[src/rtl/osd_menu_render.sv]
// On-screen menu overlay: fetches text codes and glyph rows from the menu RAM
// and composites an 8x8 character window onto the incoming pixel stream.
module osd_menu_render #(
  parameter int          OSD_X     = 64,
  parameter int          OSD_Y     = 48,
  parameter int          COLS      = 32,
  parameter int          ROWS      = 16,
  parameter logic [10:0] TEXT_BASE = 11'h000,
  parameter logic [10:0] FONT_BASE = 11'h500,
  parameter logic [23:0] FG_RGB    = 24'hFFFF00
) (
  input  logic        clk,
  input  logic        rst_n,
  input  logic        ce_pix,
  input  logic        osd_en,
  input  logic        vid_de,
  input  logic        vid_hs,
  input  logic        vid_vs,
  input  logic [7:0]  vid_r,
  input  logic [7:0]  vid_g,
  input  logic [7:0]  vid_b,
  output logic [10:0] mem_addr,
  output logic        mem_ce,
  input  logic [7:0]  mem_data,
  output logic        out_de,
  output logic        out_hs,
  output logic        out_vs,
  output logic [7:0]  out_r,
  output logic [7:0]  out_g,
  output logic [7:0]  out_b
);

  typedef enum logic [2:0] {IDLE, CADDR, CWAIT, FADDR, FWAIT, HOLD} state_t;

  localparam logic [11:0] TRIG_LO = 12'(OSD_X - 8);
  localparam logic [11:0] TRIG_HI = 12'(OSD_X - 8 + COLS * 8);
  localparam logic [11:0] X_LO    = 12'(OSD_X);
  localparam logic [11:0] X_HI    = 12'(OSD_X + COLS * 8);
  localparam logic [10:0] Y_LO    = 11'(OSD_Y);
  localparam logic [10:0] Y_HI    = 11'(OSD_Y + ROWS * 8);

  state_t      state_q, state_d;
  logic [10:0] px_q, px_d;
  logic [9:0]  ln_q, ln_d;
  logic        de_prev_q, de_prev_d;
  logic        vs_prev_q, vs_prev_d;
  logic        en_frame_q, en_frame_d;
  logic [10:0] mem_addr_q, mem_addr_d;
  logic        font_ok_q, font_ok_d;
  logic [7:0]  next_glyph_q, next_glyph_d;
  logic [7:0]  shift_q, shift_d;
  logic        out_de_q, out_de_d;
  logic        out_hs_q, out_hs_d;
  logic        out_vs_q, out_vs_d;
  logic [7:0]  out_r_q, out_r_d;
  logic [7:0]  out_g_q, out_g_d;
  logic [7:0]  out_b_q, out_b_d;

  logic        de_fall, vs_rise;
  logic [11:0] px_e, trig_rel;
  logic [10:0] ln_e, ln_rel;
  logic        in_x, in_y, line_ok, win, trig, load, pix_bit, code_ok;
  logic [10:0] text_addr, font_addr;

  // Edges are judged on pixel ticks so a slow ce_pix sees each edge once.
  always_comb begin
    de_fall   = ce_pix & de_prev_q & ~vid_de;
    vs_rise   = ce_pix & vid_vs & ~vs_prev_q;
    de_prev_d = ce_pix ? vid_de : de_prev_q;
    vs_prev_d = ce_pix ? vid_vs : vs_prev_q;

    px_d = px_q;
    if (de_fall)
      px_d = '0;
    else if (ce_pix & vid_de)
      px_d = px_q + 11'd1;

    ln_d = ln_q;
    if (vs_rise)
      ln_d = '0;
    else if (de_fall)
      ln_d = ln_q + 10'd1;

    en_frame_d = vs_rise ? osd_en : en_frame_q;
  end

  always_comb begin
    px_e     = {1'b0, px_q};
    ln_e     = {1'b0, ln_q};
    trig_rel = px_e - TRIG_LO;
    ln_rel   = ln_e - Y_LO;
    in_x     = (px_e >= X_LO) && (px_e < X_HI);
    in_y     = (ln_e >= Y_LO) && (ln_e < Y_HI);
    line_ok  = en_frame_q & vid_de & in_y;
    win      = line_ok & in_x;
    // Trigger and load phases share the low bits since OSD_X-8 and OSD_X agree mod 8.
    trig     = ce_pix & line_ok & (px_e >= TRIG_LO) & (px_e < TRIG_HI)
               & (px_e[2:0] == TRIG_LO[2:0]);
    load     = ce_pix & win & (px_e[2:0] == X_LO[2:0]);
    text_addr = 11'(32'(TEXT_BASE) + (32'(ln_rel) >> 3) * 32'(COLS) + (32'(trig_rel) >> 3));
    font_addr = 11'(32'(FONT_BASE) + ((32'(mem_data) - 32'h20) << 3) + 32'(ln_rel[2:0]));
    code_ok   = (mem_data >= 8'h20) && (mem_data <= 8'h7F);
  end

  always_comb begin
    state_d      = state_q;
    mem_addr_d   = mem_addr_q;
    font_ok_d    = font_ok_q;
    next_glyph_d = next_glyph_q;
    case (state_q)
      IDLE, HOLD: begin
        if (trig) begin
          state_d    = CADDR;
          mem_addr_d = text_addr;
        end
      end
      CADDR: state_d = CWAIT;
      CWAIT: begin
        state_d    = FADDR;
        mem_addr_d = font_addr;
        font_ok_d  = code_ok;
      end
      FADDR: state_d = FWAIT;
      FWAIT: begin
        state_d      = HOLD;
        next_glyph_d = font_ok_q ? mem_data : 8'h00;
      end
      default: state_d = IDLE;
    endcase
    if (de_fall) begin
      state_d      = IDLE;
      next_glyph_d = 8'h00;
    end
  end

  assign mem_ce = (state_q == CADDR) | ((state_q == FADDR) & font_ok_q);

  // On a load tick bit 0 is consumed immediately, so the register keeps the rest.
  always_comb begin
    shift_d = shift_q;
    pix_bit = shift_q[0];
    if (ce_pix) begin
      if (load) begin
        pix_bit = next_glyph_q[0];
        shift_d = next_glyph_q >> 1;
      end else begin
        shift_d = shift_q >> 1;
      end
    end
    if (de_fall)
      shift_d = 8'h00;
  end

  always_comb begin
    out_de_d = out_de_q;
    out_hs_d = out_hs_q;
    out_vs_d = out_vs_q;
    out_r_d  = out_r_q;
    out_g_d  = out_g_q;
    out_b_d  = out_b_q;
    if (ce_pix) begin
      out_de_d = vid_de;
      out_hs_d = vid_hs;
      out_vs_d = vid_vs;
      if (win && pix_bit) begin
        out_r_d = FG_RGB[23:16];
        out_g_d = FG_RGB[15:8];
        out_b_d = FG_RGB[7:0];
      end else if (win) begin
        out_r_d = {1'b0, vid_r[7:1]};
        out_g_d = {1'b0, vid_g[7:1]};
        out_b_d = {1'b0, vid_b[7:1]};
      end else begin
        out_r_d = vid_r;
        out_g_d = vid_g;
        out_b_d = vid_b;
      end
    end
  end

  always_ff @(posedge clk or negedge rst_n) begin
    if (!rst_n) begin
      state_q      <= IDLE;
      px_q         <= '0;
      ln_q         <= '0;
      de_prev_q    <= 1'b0;
      vs_prev_q    <= 1'b0;
      en_frame_q   <= 1'b0;
      mem_addr_q   <= '0;
      font_ok_q    <= 1'b0;
      next_glyph_q <= '0;
      shift_q      <= '0;
      out_de_q     <= 1'b0;
      out_hs_q     <= 1'b0;
      out_vs_q     <= 1'b0;
      out_r_q      <= '0;
      out_g_q      <= '0;
      out_b_q      <= '0;
    end else begin
      state_q      <= state_d;
      px_q         <= px_d;
      ln_q         <= ln_d;
      de_prev_q    <= de_prev_d;
      vs_prev_q    <= vs_prev_d;
      en_frame_q   <= en_frame_d;
      mem_addr_q   <= mem_addr_d;
      font_ok_q    <= font_ok_d;
      next_glyph_q <= next_glyph_d;
      shift_q      <= shift_d;
      out_de_q     <= out_de_d;
      out_hs_q     <= out_hs_d;
      out_vs_q     <= out_vs_d;
      out_r_q      <= out_r_d;
      out_g_q      <= out_g_d;
      out_b_q      <= out_b_d;
    end
  end

  assign mem_addr = mem_addr_q;
  assign out_de   = out_de_q;
  assign out_hs   = out_hs_q;
  assign out_vs   = out_vs_q;
  assign out_r    = out_r_q;
  assign out_g    = out_g_q;
  assign out_b    = out_b_q;

endmodule

[config.mk]
export PLATFORM = sky130hd
export DESIGN_NAME = osd_menu_render
export DESIGN_NICKNAME = d
export VERILOG_FILES = /design/src/rtl/osd_menu_render.sv
export SDC_FILE = /design/constraint.sdc
export NUM_CORES = 1
export LEC_CHECK = 0
export ABC_CLOCK_PERIOD_IN_PS = 3300
export CAP_MARGIN = 20
export CORE_AREA = 4 4 75 129
export DETAILED_ROUTE_END_ITERATION = 12
export DIE_AREA = 0 0 79 133
export PLACE_DENSITY = 0.78
export SYNTH_ARGS = -nofsm -noshare
export SYNTH_HDL_FRONTEND = slang
export SYNTH_SLANG_ARGS = --single-unit
export TNS_END_PERCENT = 30
[constraint.sdc]
create_clock -name clk -period 3.3 [get_ports clk]
set_input_delay 0.99 -clock clk [delete_from_list [all_inputs] [get_ports clk]]
set_output_delay 0.99 -clock clk [all_outputs]
set_load 0.03 [all_outputs]
==> impl_results.md, run 1 <==
* Share of post-route cells with drive strength above 1 at 10.0%
* Number of max-cap violations at 0
* Pin count of the biggest net entering global routing at 80
* Routed WL per cell at ~18 um
* Vias in the first global route at 3,795
* Total gr overflow at 0
* Count of antenna diodes in the layout at 0
* Clock Tree Root: clkbuf_16
* Endpoint of the most critical setup path: mem_addr[9]$_DFFE_PN0P_
* Unrepaired setup endpoints after global routing: false
* Critical Path RT at 3.54 ns
* Die Ht at 133 um
* Synth Cell Area at around 4500 um^2
* Final estimated routing congestion in global placement at 0.926
* Post-synth cell types at between 60 and 70
* Drt via density at 5.85
* Endpoint class of the critical path: flip-flop
* Width of the die at about 79 um
* Layout Nets at 577
* Number of buffers inserted during clock tree synthesis at 9
* Reg-to-reg startpoint: px_q[3]$_DFFE_PN0P_
* Clock Skew at 0.00737 ns
* Antenna violations before repair at 0
* Starting Density at 51.4%
* Quantity of I/O buffers inserted on ports at slightly below 80
* Gates resized, CTS repair at 0
* Final routed wirelength across all metal layers at 11.3 mm
* Net count of the mapped netlist at around 520
* Result of the run: complete, no violations
* Max Transition Viols Final at 0
* Placed Cells at ~630
* Largest voltage drop on the vdd net at around 0.00033 V
* Commonest cells after routing, fill and taps aside: 79 x dfrtp_1, 76 x clkdlybuf4s50_1, 49 x nand2_1, 41 x nor2_1, 27 x nand3_1
* Detailed Place HPWL at 8.21 mm
* Number of H-tree branching levels at 3
* Full die area at 10,500 um^2
* Initial DRC Count at about 240
* Total negative slack at 0 ns
* Power density over the cells at about 570 nW/um^2
* Share of async-settable or async-resettable flops after synthesis at 100%
* Total iterations of the first detailed-routing run at 4
* Top Ports at 78
* Critical Path Start Type: flip-flop
* Part of the Yosys area used for sequential elements at 44.4%
* CTS tree: built
* Number of storage elements in the synthesis netlist at 79
* Clock-pin slew of the registers on the worst-case setup and hold paths at ~0.07 ns
* Via total after detailed routing at 3,778
* DRC Markers at 0
* R2r setup slk at 0.24 ns
* Fill count at 753
* Post-CTS Hold Buffers at 0
* Post-CTS Repair Setup Buffers at 0
* Most instantiated flip-flop cell in the synthesis netlist: dfrtp_1
* Synthesized instance count at about 460
* Number of failing setup endpoints in the final timing report at 0
* Final count of hold timing violations at 0
* Site Rows at 45
* Worst setup path startpoint: px_q[3]$_DFFE_PN0P_
* EDFF count, synth at 0
* Final Non-Filler Cells at approximately 650
* Global-route wire length before repair at 18.6 mm
* Critical Path AT at 3.30 ns
* Area added between synthesis and finish at 24.4%
* Final clock period utilization by the worst path at 92.7%
* Leakage at 2.28 nW
* Remaining number of nets flagged by the antenna check after routing at 0
* Depth of the worst register-to-register path at 12
* Worst slew pin tran at 0.916 ns
* FMAX at 327 MHz
* Critical path peak fanout at 6
* Setup Crit Path Kind: flip-flop to flip-flop
* Min cycle time layout at 3.06 ns
* Crit Reg-Reg Endpoint: mem_addr[9]$_DFFE_PN0P_
* Maximum clock path buffer count at 2
* Leading cell type in the layout, fill and taps excluded: dfrtp_1
* Number of clock sinks seen by CTS at 79
* Tightest Hold Check Type: flip-flop to flip-flop
* Average cell area after synthesis at 9.65 um^2
* Max_slew headroom at 38.4%
* Number of warnings issued by yosys at 0
* Standard cell core area at 8670 um^2
* Clock network latency to the later pin of the worst-skew pair at 0.34 ns
* All-layer global routing usage at between 20 and 25%
==> report_power, final <==
| group | internal (mW) | switching (mW) | leakage, nW | total (mW) |
|---|---|---|---|---|
| Sequential | 1.14 | 0.157 | 0.996 | 1.30 |
| Clock | 0.517 | 0.419 | 0.129 | 0.936 |
| Combinational | 0.403 | 0.544 | 1.16 | 0.947 |
==> area by class of cell <==
class,count,area [um^2],area share (%)
flip-flops and latches,79,1980,35.7
repair buffers,87,876,15.8
clock inverters,7,57.6,1.04
multi-input cells,331,2200,39.7
inverters,16,60.1,1.08
well taps,117,146,2.64
clock buffers,9,225,4.06
==> Yosys cell counts, types with 2 or more instances <==
cell       instances  area [um^2]
buf_2              5         25.0
o211a_1            2         20.0
dfrtp_1           79         1980
clkbuf_1          20         75.1
a311oi_1           2         17.5
nor2b_1            2         12.5
a211oi_1           3         22.5
o221ai_1           3         26.3
buf_6              9          101
mux2i_1           10          100
nand3_1           27          135
and2_1             3         18.8
nor2_1            41          154
and4bb_2           2         25.0
or3_1              3         18.8
nand4_1            3         18.8
nand2b_1           5         31.3
and4_1             2         17.5
nor4_1             2         12.5
mux2_2             2         22.5
or2_2             10         62.6
nand4b_1          12          105
a21oi_1           16         80.1
o21ai_0           21          105
and3b_1            2         17.5
o2bb2ai_1          7         61.3
ha_1              13          163
nand2_1           49          184
xnor2_1           13          114
inv_1             16         60.1
o311a_1           10          100
a31oi_1           12         75.1
o211ai_1           5         37.5
o31ai_1            5         37.5
nor3_1            11         55.1
xor2_1            10         87.6
==> critical path, cell delays in order, from the launching register on <==
cell and delay [ns]:
dfrtp_1 0.44, ha_1 0.27, a21oi_1 0.38, nand2b_1 0.13, nor2_1 0.12, xor2_1 0.22
inv_1 0.09, fa_1 0.43, nor2b_1 0.14, o21ai_0 0.13, a21oi_1 0.19, and4b_1 0.22
o31ai_1 0.21
==> layer usage <==
metal | vias to the layer above | wire [um] | track usage, %
met3 | 33 | 551 | 4.16
met5 | - | 0 | 0
met4 | 0 | 405 | 11.3
met1 | 1826 | 4340 | 25.6
li1 | 1786 | - | -
met2 | 133 | 6030 | 39.2
==> sequential cells by signal (all words and copies together), names as in the netlist <==
register	cells
mem_addr	11
en_frame_q	1
out_vs	1
state_q	3
ln_q	10
out_hs	1
next_glyph_q	8
out_g	8
font_ok_q	1
out_b	8
px_q	11
out_de	1
out_r	8
shift_q	7
==> worst min path at each step <==
| stage | startpoint | to | slack [ns] | cells past startpoint |
|---|---|---|---|---|
| 2_1_floorplan | shift_q[0]$_DFFE_PN0P_ | shift_q[0]$_DFFE_PN0P_ | 0.45 | 1 |
| 3_3_place_gp | shift_q[1]$_DFFE_PN0P_ | shift_q[1]$_DFFE_PN0P_ | 0.47 | 1 |
| 3_5_place_dp | shift_q[2]$_DFFE_PN0P_ | shift_q[2]$_DFFE_PN0P_ | 0.48 | 1 |
| 4_1_cts | shift_q[2]$_DFFE_PN0P_ | shift_q[2]$_DFFE_PN0P_ | 0.49 | 1 |
| 5_1_grt | out_g[1]$_DFFE_PN0P_ | out_g[1]$_DFFE_PN0P_ | 0.54 | 1 |
| 6_report | shift_q[2]$_DFFE_PN0P_ | shift_q[2]$_DFFE_PN0P_ | 0.49 | 1 |
==> cells by family after synthesis <==
logic type	count (synthesis)	share of synthesized area, %
AND/OR/NAND/NOR	184	21.8
AO/OA/AOI/OAI	98	16.2
flip-flops	79	44.4
buffers and inverters	52	6.26
XOR/XNOR	23	4.52
adder cells (fa/ha/maj)	14	4.10
multiplexers	12	2.75
==> through the flow <==
stage	setup WS [ns]	cell area, um^2	power (mW)	utilization (%)	hold WS (ns)
2_1_floorplan	0.719	4460	1.85	-	0.454
3_3_place_gp	0.339	5230	2.23	60.3	0.471
3_5_place_dp	0.269	5230	2.26	60.3	0.479
4_1_cts	0.279	5520	3.20	63.6	0.493
5_1_grt	0.0172	5540	3.36	63.9	0.535
6_report	0.240	5540	3.18	63.9	0.490
Power figures use the tool's default switching activity.
==> run 2: changes to the inputs <==
--- a/config.mk
+++ b/config.mk
@@ -6,7 +6,7 @@
 export NUM_CORES = 1
 export LEC_CHECK = 0
 export ABC_CLOCK_PERIOD_IN_PS = 3300
-export CAP_MARGIN = 20
+export CAP_MARGIN = 40
 export CORE_AREA = 4 4 75 129
 export DETAILED_ROUTE_END_ITERATION = 12
 export DIE_AREA = 0 0 79 133
==> impl_results.md, run 2 (synthesis gave the netlist of run 1 again) <==
* Quantity of I/O buffers inserted on ports at 77 (unchanged)
* Area of all placed cells without fillers at 5560 um^2 (+0.29%)
* Post-CTS Hold Buffers at 0 (unchanged)
* Largest voltage drop on the vdd net at 0.000314 V (-5.8%)
* Remaining number of nets flagged by the antenna check after routing at 0 (unchanged)
* Met2 wirelength from detailed routing at 6.09 mm (+1.0%)
* Antenna violations before repair at 0 (unchanged)
* Number of H-tree branching levels at 3 (unchanged)
* Critical path peak fanout at 6 (unchanged)
* Die Ht at 133 um (unchanged)
* Total gr overflow at 0 (unchanged)
* Via total after detailed routing at 3,772 (-0.16%)
* Placed Instance Area at 5260 um^2 (+0.53%)
* Setup Crit Path Kind: flip-flop to flip-flop
* Maximum clock path buffer count at 2 (unchanged)
* Total length of routed met3 wires at 587 um (+6.5%)
* Result of the run: complete, no violations
* All-layer global routing usage at 22.4% (-0.047 points)
* Power density over the cells at 575 nW/um^2 (+0.24%)
* Placed Cells at 630 (+0.16%)
* Full die area at 10,500 um^2 (unchanged)
* Fin Hold WS at 0.490 ns (-0.000182 ns)
* Number of buffers inserted during clock tree synthesis at 9 (unchanged)
* Fill count at 750 (-0.40%)
* Utilization after layout at 64.1% (+0.19 points)
* Slack of the critical path at 0.286 ns (+0.0461 ns)
* Clock Tree Root: clkbuf_16
* Leakage at 2.30 nW (+0.76%)
* Total negative slack at 0 ns (unchanged)
* Pin count of the biggest net entering global routing at 55 (-31%)
* Min cycle time layout at 3.01 ns (-0.0461 ns)
* Commonest cells after routing, fill and taps aside: 79 x dfrtp_1, 76 x clkdlybuf4s50_1, 49 x nand2_1, 41 x nor2_1, 27 x nand3_1
* Final estimated routing congestion in global placement at 0.926 (unchanged)
* Final count of hold timing violations at 0 (unchanged)
* Total iterations of the first detailed-routing run at 6 (+2)
* Standard cell core area at 8670 um^2 (unchanged)
* Detailed Place HPWL at 8.39 mm (+2.1%)
* Final clock period utilization by the worst path at 91.3% (-1.4 points)
* Max_slew headroom at 49.3% (+11 points)
* Unrepaired setup endpoints after global routing: false
* Clock-pin slew of the registers on the worst-case setup and hold paths at 0.07 ns (about the same)
* Count of antenna diodes in the layout at 0 (unchanged)
* FMAX at 332 MHz (+1.5%)
* Area added between synthesis and finish at 24.7%
* Layout Nets at 578 (+0.17%)
* Number of max-cap violations at 0 (unchanged)
* Pre-CTS setup slack at 0.265 ns (-0.00432 ns)
* Tightest Hold Check Type: flip-flop to flip-flop
* Global-route wire length before repair at 18.6 mm (about the same)
* Starting Density at 51.4% (unchanged)
* Top Ports at 78 (unchanged)
* Routed WL per cell at 17.4 um (-0.52%)
* DRC Markers at 0 (unchanged)
* Number of clock sinks seen by CTS at 79 (unchanged)
* Final Non-Filler Cells at 647 (+0.15%)
* Clock network latency to the later pin of the worst-skew pair at 0.34 ns (about the same)
* Worst slew pin tran at 0.760 ns (-0.157 ns)
* Critical Path RT at 3.54 ns (about the same)
* Max Transition Viols Final at 0 (unchanged)
* Max Used Layer: met4
* Initial DRC Count at 193 (-20%)
* Critical Path AT at 3.25 ns (-0.05 ns)
* Clock Skew at 0.00854 ns (+0.00117 ns)
* Site Rows at 45 (unchanged)
* Drt via density at 5.83 (-0.31%)
* Width of the die at 79 um (unchanged)
* CTS tree: built
* Number of failing setup endpoints in the final timing report at 0 (unchanged)
* Leading cell type in the layout, fill and taps excluded: dfrtp_1
* Design Power at 3.20 mW (+0.54%)
* Critical Path Start Type: flip-flop
* Final routed wirelength across all metal layers at 11.3 mm (-0.36%)
* Share of post-route cells with drive strength above 1 at 10.4% (+0.36 points)
* Routed metal-1 wire length at 4.23 mm (-2.5%)
* Endpoint class of the critical path: flip-flop
* Vias in the first global route at 3,832 (+0.97%)
## run 2: layout make-up
cell class / count / area [um^2] / area share (%)
clock buffer: 10 / 239 / 4.30
clock inverter: 6 / 51.3 / 0.923
inverter: 16 / 60.1 / 1.08
multi-input combinational: 331 / 2200 / 39.7
sequential: 79 / 1980 / 35.6
tap: 117 / 146 / 2.63
timing repair buffer: 88 / 881 / 15.8
## run 2: what timing repair did
item / 4_1_cts / 5_1_grt
endpoints found under the setup margin: 0 / 1
resized for setup: 0 / 1
setup buffers: 0 / 0
## run 2: worst paths after layout
check,cells past startpoint,startpoint,slack (ns),to
setup / recovery,12,px_q[3]$_DFFE_PN0P_,0.29,mem_addr[9]$_DFFE_PN0P_
setup reg to reg,12,px_q[3]$_DFFE_PN0P_,0.29,mem_addr[9]$_DFFE_PN0P_
min in group asynchronous,1,rst_n,0.56,out_r[5]$_DFFE_PN0P_
hold / removal,1,shift_q[2]$_DFFE_PN0P_,0.49,shift_q[2]$_DFFE_PN0P_
hold reg to reg,1,shift_q[2]$_DFFE_PN0P_,0.49,shift_q[2]$_DFFE_PN0P_
max in group asynchronous,2,rst_n,2.15,mem_addr[6]$_DFFE_PN0P_
## run 2: worst max-delay path: stages, from the launching register on
cell and delay, ns:
dfrtp_1 0.44, ha_1 0.28, a21oi_2 0.25, nand2b_1 0.10, nor2_1 0.12, xor2_1 0.24, inv_1 0.09, fa_1 0.43
nor2b_1 0.14, o21ai_0 0.15, a21oi_1 0.23, and4b_1 0.23, o31ai_1 0.21
## run 2: metal layers
layer / vias up / GRT usage [%]
li1: 1783 / -
met1: 1836 / 25.4
met2: 119 / 39.6
met3: 34 / 4.02
met4: 0 / 10.8
met5: - / 0
## run 2: report_power, final
group          internal (mW)  leakage, nW  switching [mW]  total, mW
combinational          0.404         1.17           0.538      0.942
sequential              1.14        0.996           0.154       1.30
clock                  0.540        0.140           0.420      0.961
